===== src/rtl/load_store_unit_if.sv =====
// Request, data-memory and write-back signal bundle for the load/store unit.
interface load_store_unit_if #(
  parameter int unsigned WORD_ADDR_W = 32
);
  logic                   req_valid;
  logic                   req_ready;
  logic                   req_write;
  logic [1:0]             req_size;
  logic                   req_signed;
  logic [31:0]            req_addr;
  logic [31:0]            req_wdata;
  logic [4:0]             req_rd;
  logic [WORD_ADDR_W-1:0] mem_addr;
  logic [31:0]            mem_wd;
  logic                   mem_write;
  logic                   mem_read;
  logic [31:0]            mem_rd;
  logic                   wb_valid;
  logic [4:0]             wb_rd;
  logic [31:0]            wb_data;
  logic                   misalign;

  // Master is the execute stage together with the data memory.
  modport master (
    output req_valid, req_write, req_size, req_signed, req_addr, req_wdata, req_rd, mem_rd,
    input  req_ready, mem_addr, mem_wd, mem_write, mem_read, wb_valid, wb_rd, wb_data, misalign
  );

  modport slave (
    input  req_valid, req_write, req_size, req_signed, req_addr, req_wdata, req_rd, mem_rd,
    output req_ready, mem_addr, mem_wd, mem_write, mem_read, wb_valid, wb_rd, wb_data, misalign
  );
endinterface


===== src/rtl/load_store_unit.sv =====
// Memory-access stage: one load/store at a time, sub-word stores as read-modify-write.
// Optional feature macro: LSU_MISALIGN_TRAP_EN (reject misaligned accesses with a misalign pulse).
module load_store_unit #(
  parameter int unsigned WORD_ADDR_W = 32
) (
  input logic              clock,
  input logic              reset_n,
  load_store_unit_if.slave bus
);
  typedef enum logic [2:0] {StIdle, StLoad, StStore, StRmwRd, StRmwWr} state_e;

  state_e                 r_state;
  logic                   r_req_ready;
  logic                   r_mem_read;
  logic                   r_mem_write;
  logic [WORD_ADDR_W-1:0] r_mem_addr;
  logic [31:0]            r_mem_wd;
  logic                   r_wb_valid;
  logic [4:0]             r_wb_rd;
  logic [31:0]            r_wb_data;
  logic                   r_misalign;
  logic [1:0]             r_size;
  logic [1:0]             r_lane;
  logic                   r_signed;
  logic [4:0]             r_rd;
  logic [15:0]            r_wdata;

  logic                   w_trap;
  logic [1:0]             w_size_eff;
  logic [1:0]             w_lane;
  logic [WORD_ADDR_W-1:0] w_word_idx;
  logic [7:0]             w_byte;
  logic [15:0]            w_half;
  logic [31:0]            w_load_data;
  logic [31:0]            w_merged;

  assign w_word_idx = WORD_ADDR_W'({2'b00, bus.req_addr[31:2]});

`ifdef LSU_MISALIGN_TRAP_EN
  always_comb begin
    w_size_eff = bus.req_size;
    w_lane     = bus.req_addr[1:0];
    w_trap     = (bus.req_size == 2'b11) ||
                 (bus.req_size == 2'b01 && bus.req_addr[0]) ||
                 (bus.req_size == 2'b10 && (|bus.req_addr[1:0]));
  end
`else
  // Without trapping, size 11 behaves as a word and low address bits are forced aligned.
  always_comb begin
    w_trap     = 1'b0;
    w_size_eff = (bus.req_size == 2'b11) ? 2'b10 : bus.req_size;
    w_lane     = bus.req_addr[1:0];
    if (w_size_eff == 2'b01) begin
      w_lane[0] = 1'b0;
    end else if (w_size_eff == 2'b10) begin
      w_lane = 2'b00;
    end
  end
`endif

  assign w_byte = bus.mem_rd[{r_lane, 3'b000} +: 8];
  assign w_half = bus.mem_rd[{r_lane[1], 4'b0000} +: 16];

  always_comb begin
    w_load_data = bus.mem_rd;
    case (r_size)
      2'b00:   w_load_data = {{24{r_signed & w_byte[7]}}, w_byte};
      2'b01:   w_load_data = {{16{r_signed & w_half[15]}}, w_half};
      default: w_load_data = bus.mem_rd;
    endcase
  end

  always_comb begin
    w_merged = bus.mem_rd;
    if (r_size == 2'b00) begin
      w_merged[{r_lane, 3'b000} +: 8] = r_wdata[7:0];
    end else begin
      w_merged[{r_lane[1], 4'b0000} +: 16] = r_wdata;
    end
  end

  always_ff @(posedge clock or negedge reset_n) begin
    if (!reset_n) begin
      r_state     <= StIdle;
      r_req_ready <= 1'b0;
      r_mem_read  <= 1'b0;
      r_mem_write <= 1'b0;
      r_mem_addr  <= '0;
      r_mem_wd    <= '0;
      r_wb_valid  <= 1'b0;
      r_wb_rd     <= '0;
      r_wb_data   <= '0;
      r_misalign  <= 1'b0;
      r_size      <= '0;
      r_lane      <= '0;
      r_signed    <= 1'b0;
      r_rd        <= '0;
      r_wdata     <= '0;
    end else begin
      r_wb_valid <= 1'b0;
      r_misalign <= 1'b0;
      unique case (r_state)
        StIdle: begin
          r_req_ready <= 1'b1;
          if (bus.req_valid && r_req_ready) begin
            r_req_ready <= 1'b0;
            r_size      <= w_size_eff;
            r_lane      <= w_lane;
            r_signed    <= bus.req_signed;
            r_rd        <= bus.req_rd;
            r_wdata     <= bus.req_wdata[15:0];
            if (w_trap) begin
              r_misalign <= 1'b1;
            end else if (!bus.req_write) begin
              r_state    <= StLoad;
              r_mem_read <= 1'b1;
              r_mem_addr <= w_word_idx;
            end else if (w_size_eff == 2'b10) begin
              r_state     <= StStore;
              r_mem_write <= 1'b1;
              r_mem_addr  <= w_word_idx;
              r_mem_wd    <= bus.req_wdata;
            end else begin
              r_state    <= StRmwRd;
              r_mem_read <= 1'b1;
              r_mem_addr <= w_word_idx;
            end
          end
        end
        StLoad: begin
          r_state     <= StIdle;
          r_req_ready <= 1'b1;
          r_mem_read  <= 1'b0;
          r_mem_addr  <= '0;
          r_wb_valid  <= 1'b1;
          r_wb_rd     <= r_rd;
          r_wb_data   <= w_load_data;
        end
        StRmwRd: begin
          // Merged word goes straight into the write-data register for the next cycle.
          r_state     <= StRmwWr;
          r_mem_read  <= 1'b0;
          r_mem_write <= 1'b1;
          r_mem_wd    <= w_merged;
        end
        StStore, StRmwWr: begin
          r_state     <= StIdle;
          r_req_ready <= 1'b1;
          r_mem_write <= 1'b0;
          r_mem_addr  <= '0;
          r_mem_wd    <= '0;
        end
        default: r_state <= StIdle;
      endcase
    end
  end

  assign bus.req_ready = r_req_ready;
  assign bus.mem_read  = r_mem_read;
  assign bus.mem_write = r_mem_write;
  assign bus.mem_addr  = r_mem_addr;
  assign bus.mem_wd    = r_mem_wd;
  assign bus.wb_valid  = r_wb_valid;
  assign bus.wb_rd     = r_wb_rd;
  assign bus.wb_data   = r_wb_data;
  assign bus.misalign  = r_misalign;
endmodule


===== src/flat_wrapper.sv =====
// flat-port wrapper written by rule: the top's interface ports become plain ports
module load_store_unit_flat 
#(
  parameter int unsigned WORD_ADDR_W = 32
)
  (clock, reset_n, bus_req_valid, bus_req_write, bus_req_size, bus_req_signed, bus_req_addr, bus_req_wdata, bus_req_rd, bus_mem_rd, bus_req_ready, bus_mem_addr, bus_mem_wd, bus_mem_write, bus_mem_read, bus_wb_valid, bus_wb_rd, bus_wb_data, bus_misalign);
  load_store_unit_if #(.WORD_ADDR_W(WORD_ADDR_W)) bus_i ();
  input logic clock;
  input logic reset_n;
  input wire logic [$bits(bus_i.req_valid)-1:0] bus_req_valid;
  input wire logic [$bits(bus_i.req_write)-1:0] bus_req_write;
  input wire logic [$bits(bus_i.req_size)-1:0] bus_req_size;
  input wire logic [$bits(bus_i.req_signed)-1:0] bus_req_signed;
  input wire logic [$bits(bus_i.req_addr)-1:0] bus_req_addr;
  input wire logic [$bits(bus_i.req_wdata)-1:0] bus_req_wdata;
  input wire logic [$bits(bus_i.req_rd)-1:0] bus_req_rd;
  input wire logic [$bits(bus_i.mem_rd)-1:0] bus_mem_rd;
  output wire logic [$bits(bus_i.req_ready)-1:0] bus_req_ready;
  output wire logic [$bits(bus_i.mem_addr)-1:0] bus_mem_addr;
  output wire logic [$bits(bus_i.mem_wd)-1:0] bus_mem_wd;
  output wire logic [$bits(bus_i.mem_write)-1:0] bus_mem_write;
  output wire logic [$bits(bus_i.mem_read)-1:0] bus_mem_read;
  output wire logic [$bits(bus_i.wb_valid)-1:0] bus_wb_valid;
  output wire logic [$bits(bus_i.wb_rd)-1:0] bus_wb_rd;
  output wire logic [$bits(bus_i.wb_data)-1:0] bus_wb_data;
  output wire logic [$bits(bus_i.misalign)-1:0] bus_misalign;
  assign bus_i.req_valid = bus_req_valid;
  assign bus_i.req_write = bus_req_write;
  assign bus_i.req_size = bus_req_size;
  assign bus_i.req_signed = bus_req_signed;
  assign bus_i.req_addr = bus_req_addr;
  assign bus_i.req_wdata = bus_req_wdata;
  assign bus_i.req_rd = bus_req_rd;
  assign bus_i.mem_rd = bus_mem_rd;
  assign bus_req_ready = bus_i.req_ready;
  assign bus_mem_addr = bus_i.mem_addr;
  assign bus_mem_wd = bus_i.mem_wd;
  assign bus_mem_write = bus_i.mem_write;
  assign bus_mem_read = bus_i.mem_read;
  assign bus_wb_valid = bus_i.wb_valid;
  assign bus_wb_rd = bus_i.wb_rd;
  assign bus_wb_data = bus_i.wb_data;
  assign bus_misalign = bus_i.misalign;
  load_store_unit #(.WORD_ADDR_W(WORD_ADDR_W)) u_core (.clock(clock), .reset_n(reset_n), .bus(bus_i));
endmodule

===== config.mk =====
export PLATFORM = sky130hd
export DESIGN_NAME = load_store_unit_flat
export DESIGN_NICKNAME = d
export VERILOG_FILES = /design/src/rtl/load_store_unit_if.sv /design/src/rtl/load_store_unit.sv /design/src/flat_wrapper.sv
export SDC_FILE = /design/constraint.sdc
export NUM_CORES = 1
export LEC_CHECK = 0
export CAP_MARGIN = 15
export CORE_AREA = 2 2 129 131
export DETAILED_ROUTE_END_ITERATION = 6
export DIE_AREA = 0 0 131 133
export PLACE_DENSITY_LB_ADDON = 0.15
export SLEW_MARGIN = 25
export SYNTH_ARGS = -nofsm -noshare
export SYNTH_HDL_FRONTEND = slang
export SYNTH_SLANG_ARGS = --single-unit

===== constraint.sdc =====
create_clock -name clock -period 1.92 [get_ports clock]
set_input_delay 0.384 -clock clock [delete_from_list [all_inputs] [get_ports clock]]
set_output_delay 0.384 -clock clock [all_outputs]
set_load 0.02 [all_outputs]

==> results.cfg <==
[clock_tree]
cts_tree = done
clk_pin_slew_worst_paths_ps = 60
numCtsBuffers = 17
clkSinkCount = 132
clk_path_buf_depth = 2
htreeDepth = 4
insertion_delay_ps = 420
clock-root-buffer = clkbuf_16

[critical_path]
end_kind = register
cp_cell_sequence = inv_2 -> ha_4 -> buf_4 -> and4b_2 -> a221oi_1 -> a211o_1 -> a31oi_1
worstPathMaxFanout = 7
critical_path.max_stage_delay_ps = 430
crit_arrival_ps = 2260
crit_type = register to register
worstSetupStartpointType = register
cp_slowest_cell = dfrtp_2
worstPathRequired_ps = 2250

[pwr]
irDropWorstVdd_v = 0.000620
p_leak_nw = 4.19
powerDensity_nw_per_um2 = 1430
power_mw = 14.7

[global_routing]
gr-usage-all-layers_pct = 26.2
first_global_vias = 6393
grt_pass1_wl_mm = 35.0
antenna_found_initial = 0
grt_overflow_total = 0
grt_max_degree = 65

[timing]
setup_violations = 2
finalSetupTns_ps = -7.67
fmax_ghz = 0.519
rsz0062_at_grt = yes
post-route-period-util_pct = 100
worst_slew_pin_slew_ps = 745
hold_viol = 0
worst_slack_ps = -5.53
skew_ps = 9.45
max_slew_margin_pct = 50.2
drv_slew = 0
period_needed_ps = 1930

[run_status]
status = complete, but fails checks
violations = setup timing

[die]
core-area_um2 = 16200
io_pins = 214
rows = 47
initial_core_util_pct = 42.1
die_y_um = 133
die-area_um2 = 17400
die_w_um = 131

[place]
place.gp.congestion = 0.944
dp_slack_ps = -344
dp_hpwl_mm = 16.0
dp.cells = 1077
io_buffer_count = 210

[yosys]
syn_avg_cell_area_um2 = 10.5
synth-seq-cells = 132
syn_inst = 646
synth_top_area_share_pct = 48.5
synth_cell_types = 49
yosysWarnings = 0
ys.flop_type = dfrtp_1
synth_edf_count = 0
yosysSeqAreaShare_pct = 48.5
yosysTopAreaCell = dfrtp_1
syn-cell-area_um2 = 6800
synth_area_leaders = dfrtp_1, a21oi_1, mux2_2
synth-async-reset-ratio_pct = 100

[final_layout]
finalNonFillerCells = 1119
multiInputGateArea_um2 = 3220
fin_util_pct = 63.5
seqCellArea_um2 = 3300
drive_above_1_share_pct = 17.5
nFillCells = 1276
antennaDiodeCount = 0
final_nets = 1000
area_growth_pct = 50.8

[drt]
wire_per_inst_um = 20.2
vias = 6429
dr.pass1.iters = 7
first_iter_violations = 484
vias_per_cell = 5.75
drc = 0
finalWirelength_mm = 22.7
ant_nets = 0

[hold_path]
hold_class = register to register

[run]
cap_violations = 0
-- layer usage --
| metal | share of wire (%) | vias to the layer above | track usage (%) |
|---|---|---|---|
| met4 | 2.8 | 0 | 9.93 |
| met3 | 8.0 | 40 | 7.48 |
| li1 | - | 2909 | - |
| met1 | 41 | 3167 | 33.5 |
| met2 | 49 | 313 | 41.9 |
| met5 | 0 | - | 0 |
-- report_power, final --
part,total [mW],switching [mW],internal [mW]
clock network,3.22,1.21,2.01
registers,4.74,0.882,3.86
logic,6.74,3.43,3.31
total,14.7,5.52,9.17
-- sequential cells by signal, indices dropped and copies added, names as in the netlist --
register	flops
u_core.bus.mem_wd	32
u_core.bus.wb_data	32
u_core.bus.mem_addr	30
u_core.r_wdata	16
u_core.bus.wb_rd	5
u_core.r_rd	5
u_core.r_state	3
u_core.r_lane	2
u_core.r_size	2
u_core.bus.mem_read	1
u_core.bus.mem_write	1
u_core.bus.req_ready	1
u_core.bus.wb_valid	1
u_core.r_signed	1
-- cells in the final DEF, fill, tap and decap left out, types with 8 or more instances in the layout --
cell type / n
clkdlybuf4s50_1: 208
a22oi_1: 21
o211ai_1: 16
a31oi_1: 9
nor2_1: 43
a21oi_1: 76
a221o_1: 23
a22o_1: 30
a221oi_1: 8
buf_12: 11
a211o_1: 9
dfrtp_1: 131
inv_1: 10
nand2_1: 44
o21ai_0: 24
mux2_2: 29
mux2i_1: 31
o21ai_2: 10
nand3b_1: 12
clkbuf_16: 17
buf_4: 51
-- metrics by stage --
| stage | area, µm² | hold WS (ps) |
|---|---|---|
| floorplan | 6830 | 88.4 |
| global placement | 9480 | 394 |
| detailed placement | 9490 | 398 |
| CTS | 10200 | 465 |
| global route | 10300 | 490 |
| finish | 10300 | 464 |
-- kinds of logic after synthesis --
kind of cell / count (synthesis) / share of synthesized area (%)
flip-flops: 132 / 48.5
multiplexers: 62 / 9.86
other: 1 / 0.0551
adder cells (fa/ha/maj): 5 / 0.919
buffers and inverters: 72 / 5.09
AND/OR/NAND/NOR: 125 / 9.43
AO/OA/AOI/OAI: 249 / 26.1
-- layout make-up --
type / instances / area share (%)
clock inverters: 8 / 0.987
multi-input cells: 444 / 31.4
flip-flops and latches: 132 / 32.2
clock buffers: 23 / 4.66
inverters: 13 / 0.512
repair buffers: 279 / 27.6
well taps: 220 / 2.68
-- critical path, delay by kind of cell (launching register included) --
kind / cells / cell delay, ps
buf+inv: 2 / 230
compound gates: 3 / 560
simple gates: 1 / 340
flops: 1 / 430
fa+ha+maj: 1 / 270
-- synth_stat cells, types with 4 or more instances --
cell type / n
dfrtp_1: 132
a21oi_1: 77
nand2_1: 44
nor2_1: 43
mux2i_1: 31
a22o_1: 30
clkbuf_1: 30
mux2_2: 29
o21ai_0: 27
a221o_1: 23
a22oi_1: 23
buf_2: 19
o211ai_1: 16
inv_1: 13
nand3b_1: 12
o21ai_2: 10
a211o_1: 9
a31oi_1: 9
a221oi_1: 8
a222oi_1: 7
buf_4: 6
ha_1: 5
nor2b_1: 5
and2_1: 4
buf_6: 4
-- path summary, 6_finish.rpt --
path / from / end / slack (ps) / cells past startpoint
worst min register to register: u_core.r_rd[1] / u_core.bus.wb_rd[1] / 460 / 2
min in group asynchronous: reset_n / u_core.bus.wb_data[24] / 500 / 2
worst max-delay path: u_core.r_lane[1] / u_core.bus.mem_wd[9] / -6 / 7
worst max register to register: u_core.r_lane[1] / u_core.bus.mem_wd[9] / -6 / 7
max in group asynchronous: reset_n / u_core.bus.mem_wd[31] / 800 / 3
worst min-delay path: u_core.r_rd[1] / u_core.bus.wb_rd[1] / 460 / 2
-- what timing repair did --
item,4_1_cts,5_1_grt
gates cloned,2,0
resized for setup,7,13
pin swaps,5,13
setup endpoints to repair,29,43
hold buffers,1,0
hold endpoints to repair,35,0
buffers inserted,6,3
No activity file was read; power rests on OpenSTA's default activity.
==> RTL change 1: new RTL, config.mk and constraints unchanged <==
Add a define of `LSU_MISALIGN_TRAP_EN`.
--- a/src/rtl/load_store_unit.sv
+++ b/src/rtl/load_store_unit.sv
@@ -1,4 +1,6 @@
 // Memory-access stage: one load/store at a time, sub-word stores as read-modify-write.
 // Optional feature macro: LSU_MISALIGN_TRAP_EN (reject misaligned accesses with a misalign pulse).
+`define LSU_MISALIGN_TRAP_EN
+
 module load_store_unit #(
   parameter int unsigned WORD_ADDR_W = 32
Function: changed (Yosys sat finds a counterexample within 4 cycles, from zero or initial values and one cycle with reset_n low).
==> RTL change 1 against the unedited design <==
The flow still finishes with violations (negative setup slack). Sequential cell count up 1. Total power up 2.8%. Final area rose by 7.3%. Worst setup slack worse by 0.017 ns. Area after synthesis up 5.5%. Wire length rose by 5.9%. Via count grew 4.2%. Non-clock buffer count is 5 lower. First-iteration DRC count increased by 36%. Highest routed layer unchanged.
==> RTL change 1: results (changes against the unedited design) <==
vias in the first global route=6836 (+6.9%); Initial DRT Pass Iterations=5 (-2); Area after DPL=0.0100 mm2 (+5.7%); Synth area leaders=dfrtp_1 46%, mux2_2 7.5%, mux2i_1 6.6%, o32ai_1 4.8%, inv_1 3.9%; wire per inst=20.3 um (+0.34%); Hold Crit Class=input port to asynchronous set/reset pin; syn_area_per_cell=10.0 um2 (-4.7%); Largest stage delay, worst path=0.45 ns (+0.02 ns); violated checks=negative setup slack; leakage=4.78 nW (+14%); fillcell total=1219 (-4.5%); Post-Syn Area=0.00718 mm2 (+5.5%); Via density=5.67 (-1.2%); Finish-stage setup viols=2 (unchanged); initial DRC count=660 (+36%); largest net degree at the start of global routing=54 (-17%); gp weighted congestion=0.917 (-2.8%); Fin Hold WS=0.442 ns (-0.0221 ns); maximum VDD drop=0.000740 V (+19%); port bufs=211 (+0.48%); FF/Latch Area=0.00333 mm2 (+0.87%); Crit Reg-Reg Endpoint=u_core.bus.mem_wd[14]$_DFFE_PN0P_; outcome=finished, violations left; data arrival time of the worst path=2.24 ns (-0.02 ns); Worst Reg-to-Reg Cells=6 (-1); slack of the critical path=-0.0229 ns (-0.0174 ns)
==> RTL change 1: changes by cell type after synthesis, sizes merged, moves of 25 or more <==
cell	before	now
mux2	30	55
o32ai	0	39
a211oi	4	34
a21oi	77	43
inv	13	75
nand2	44	72
a22o	30	0
==> RTL change 1: cell families after synthesis <==
logic type / share of synthesized area (%)
other cells: 0.0522
mux: 15.5
fa+ha+maj: 0.871
simple gates: 9.78
flops: 46.4
xor+xnor: 0.244
buf+inv: 8.40
compound gates: 18.8
==> RTL change 1: metal layers <==
layer  vias up  routed length, um  GRT usage (%)
met3        67               2080           7.36
met4         0               1120           14.6
met1      3271               9610           35.5
met5         -                  0              0
li1       3023                  -              -
met2       341              11200           41.8
==> RTL change 1: final cells by class <==
cell class | count | share of cell area [%]
clock buffers | 21 | 4.27
clock inverters | 11 | 1.58
inverters | 75 | 2.61
multi-input cells | 447 | 33.2
flip-flops and latches | 133 | 30.3
well taps | 220 | 2.50
repair buffers | 274 | 25.6
==> RTL change 1: critical path: cells and delay by family, from the launching register on <==
kind,cells,cell delay [ns]
buf+inv,3,0.57
flops,1,0.45
mux,1,0.27
compound gates,2,0.55
==> RTL change 1: power breakdown <==
| part | internal [mW] | switching, mW |
|---|---|---|
| Clock | 2.28 | 1.26 |
| Sequential | 3.87 | 0.821 |
| Combinational | 3.45 | 3.43 |
==> RTL change 1: how the worst max path moves through the flow <==
stage          slack (ns)  depth (start not counted)                                end                          from
5_1_grt             -0.07                          6  u_core.bus.mem_wd[14]$_DFFE_PN0P_  u_core.r_lane[1]$_DFFE_PN0P_
3_3_place_gp        -0.35                          6  u_core.bus.mem_wd[14]$_DFFE_PN0P_               bus_req_size[0]
6_report            -0.02                          6  u_core.bus.mem_wd[14]$_DFFE_PN0P_  u_core.r_lane[1]$_DFFE_PN0P_
2_1_floorplan       -0.04                          9  u_core.bus.mem_wd[15]$_DFFE_PN0P_  u_core.r_lane[1]$_DFFE_PN0P_
3_5_place_dp        -0.45                          6   u_core.bus.mem_wd[5]$_DFFE_PN0P_               bus_req_size[0]
4_1_cts              0.01                          6   u_core.bus.mem_wd[1]$_DFFE_PN0P_               bus_req_size[0]
==> RTL change 1: what timing repair did <==
| item | 4_1_cts | 5_1_grt |
|---|---|---|
| setup buffers | 4 | 4 |
| resized for setup | 12 | 24 |
| pin swaps | 6 | 6 |
| cloned | 2 | 1 |
| endpoints found under the hold margin | 31 | 0 |
| endpoints found under the setup margin | 35 | 39 |
| hold buffers | 1 | 0 |
==> RTL change 2: new RTL, same settings <==
Made on the original files. Re-encode `state_e` (5 states) as one-hot, 5 bits wide.
--- a/src/rtl/load_store_unit.sv
+++ b/src/rtl/load_store_unit.sv
@@ -8,5 +8,5 @@
   load_store_unit_if.slave bus
 );
-  typedef enum logic [2:0] {StIdle, StLoad, StStore, StRmwRd, StRmwWr} state_e;
+  typedef enum logic [4:0] {StIdle = 5'b00001, StLoad = 5'b00010, StStore = 5'b00100, StRmwRd = 5'b01000, StRmwWr = 5'b10000} state_e;
 
   state_e                 r_state;
Formal check against the unedited RTL: same outputs for any inputs over 4 cycles, from zero or initial values and one cycle with reset_n low; so few cycles prove little.
==> RTL change 2 against the unedited design <==
The run still ends with negative setup slack left. Critical path depth fell by 1. Combinational power rose by 39%. Final area rose by 2.8%. Sequential power rose by 9.1%. Wire length rose by 0.47%. Sequential cell count rose by 2. Synthesized cell count rose by 3.6%. Total power rose by 21%. Clock skew fell by 0.00068 ns. Area after synthesis rose by 3.7%. Worst setup slack got worse by 0.13 ns. Hold slack got worse by 0.030 ns. Critical path type unchanged. Critical endpoint is now u_core.bus.mem_wd[10]$_DFFE_PN0P_. Highest routed layer unchanged.
==> RTL change 2: results (changes against the unedited design) <==
outcome=finished, violations left; violated checks=negative setup slack; fillcell total=1255 (-1.6%); FF-to-FF Start=u_core.r_lane[0]$_DFFE_PN0P_; Layout Nets=1028 (+2.8%); vias in the first global route=6567 (+2.7%); Synth area leaders=dfrtp_1 47%, nand2_1 7.2%, mux2i_1 6.8%, mux2_4 6.0%, a221o_1 4.5%; synth cell count leaders=136 x nand2_1, 133 x dfrtp_1, 48 x mux2i_1; gp weighted congestion=0.854 (-9.6%); HPWL after DPL=16400 um (+2.2%); initial DRC count=478 (-1.2%); post-synthesis compound-gate area fraction=20.0% (-6.1 points); port bufs=210 (unchanged); Initial DRT Pass Iterations=5 (-2); mux cell area share after synthesis=13.7% (+3.9 points); CTS clk-pin slew, worst paths=0.06 ns (about the same); total track usage=26.7% (+0.53 points); Largest stage delay, worst path=0.41 ns (-0.02 ns); Worst Reg-to-Reg Cells=6 (-1); Flop pwr share=29.0% (-3.2 points); cts repair resizes=12 (+5); setup bufs post-CTS=3 (-3); layout cell share with drive strength beyond 1=17.6% (+0.10 points); data arrival time of the worst path=2.37 ns (+0.11 ns); sequential cell area fraction in the yosys report=47.6% (-0.99 points); XOR/XNOR Fraction of Synth Area=0.372% (+0.37 points); total negative slack=-2.68 ns (-2.68 ns); worst slew pin tran=0.602 ns (-0.143 ns); slack of the critical path=-0.139 ns (-0.134 ns); CP Class=flip-flop to flip-flop; Vias=6450 (+0.33%); Area after DPL=0.00980 mm2 (+3.3%); comb pwr=9.40 mW (+39%); H-tree levels=4 (unchanged); placed cells=1108 (+2.9%); largest net degree at the start of global routing=48 (-26%); CP max-delay cell=dfrtp_1; Crit Reg-Reg Endpoint=u_core.bus.mem_wd[10]$_DFFE_PN0P_; Finish-stage setup viols=40 (+38); switching share of power=39.1% (+1.5 points); leakage=4.61 nW (+9.9%); Cell variety after synth=51 (+4.1%); Worst Skew=0.00877 ns (-0.000684 ns); Via density=5.62 (-2.2%); maximum VDD drop=0.000897 V (+45%); Mapped Cells=669 (+3.6%); critical path peak fanout=8 (+1); Place WS=-0.313 ns (+0.0308 ns); DRT Wirelength=22800 um (+0.47%); Hold Crit Class=input port to asynchronous set/reset pin; Fin Hold WS=0.433 ns (-0.0305 ns); Seq group=5.17 mW (+9.1%)
-- RTL change 2: changes by cell type in the layout (fill, tap and decap cells not counted), moves of 10 or more --
cell / delta
mux2i_1: +17
a22oi_1: -21
nand2_1: +92
buf_4: +10
o21ai_2: -10
o21ai_0: -11
a32o_1: +30
nand3b_1: -10
nor2_1: -20
mux2_2: -27
a21oi_1: -32
mux2_4: +29
-- RTL change 2: metal layers --
layer | routed length (um) | part of all wire [%] | vias up | GRT usage, %
met4 | 1130 | 4.9 | 0 | 14.3
li1 | - | - | 2934 | -
met1 | 9570 | 42 | 3149 | 35.3
met5 | 0 | 0 | - | 0
met3 | 1730 | 7.6 | 58 | 6.47
met2 | 10300 | 45 | 309 | 40.4
-- RTL change 2: final cells by class --
class / instances / area, um2 / area share, %
clock buffers: 21 / 470 / 4.46
clock inverters: 11 / 124 / 1.17
inverters: 9 / 41.3 / 0.391
multi-input cells: 466 / 3430 / 32.6
flip-flops and latches: 134 / 3360 / 31.8
well taps: 220 / 275 / 2.61
repair buffers: 287 / 2850 / 27.0
-- RTL change 2: worst max-delay path, delay by kind of cell (launching register included) --
family / cells / cell delay [ns]
buffers and inverters: 1 / 0.14
AND/OR/NAND/NOR: 1 / 0.29
AO/OA/AOI/OAI: 2 / 0.62
flip-flops: 1 / 0.41
adder cells (fa/ha/maj): 1 / 0.23
multiplexers: 1 / 0.26
-- RTL change 2: logic make-up (layout without fill, tap and decap cells) --
logic type / Yosys count / after routing
AOI/OAI and AO/OA: 177 / 177
and+or+nand+nor: 197 / 197
muxes: 81 / 81
DFF: 134 / 134
buffers and inverters: 71 / 328
other: 1 / 3
xor gates and xnor gates: 3 / 3
adders and majority gates: 5 / 5
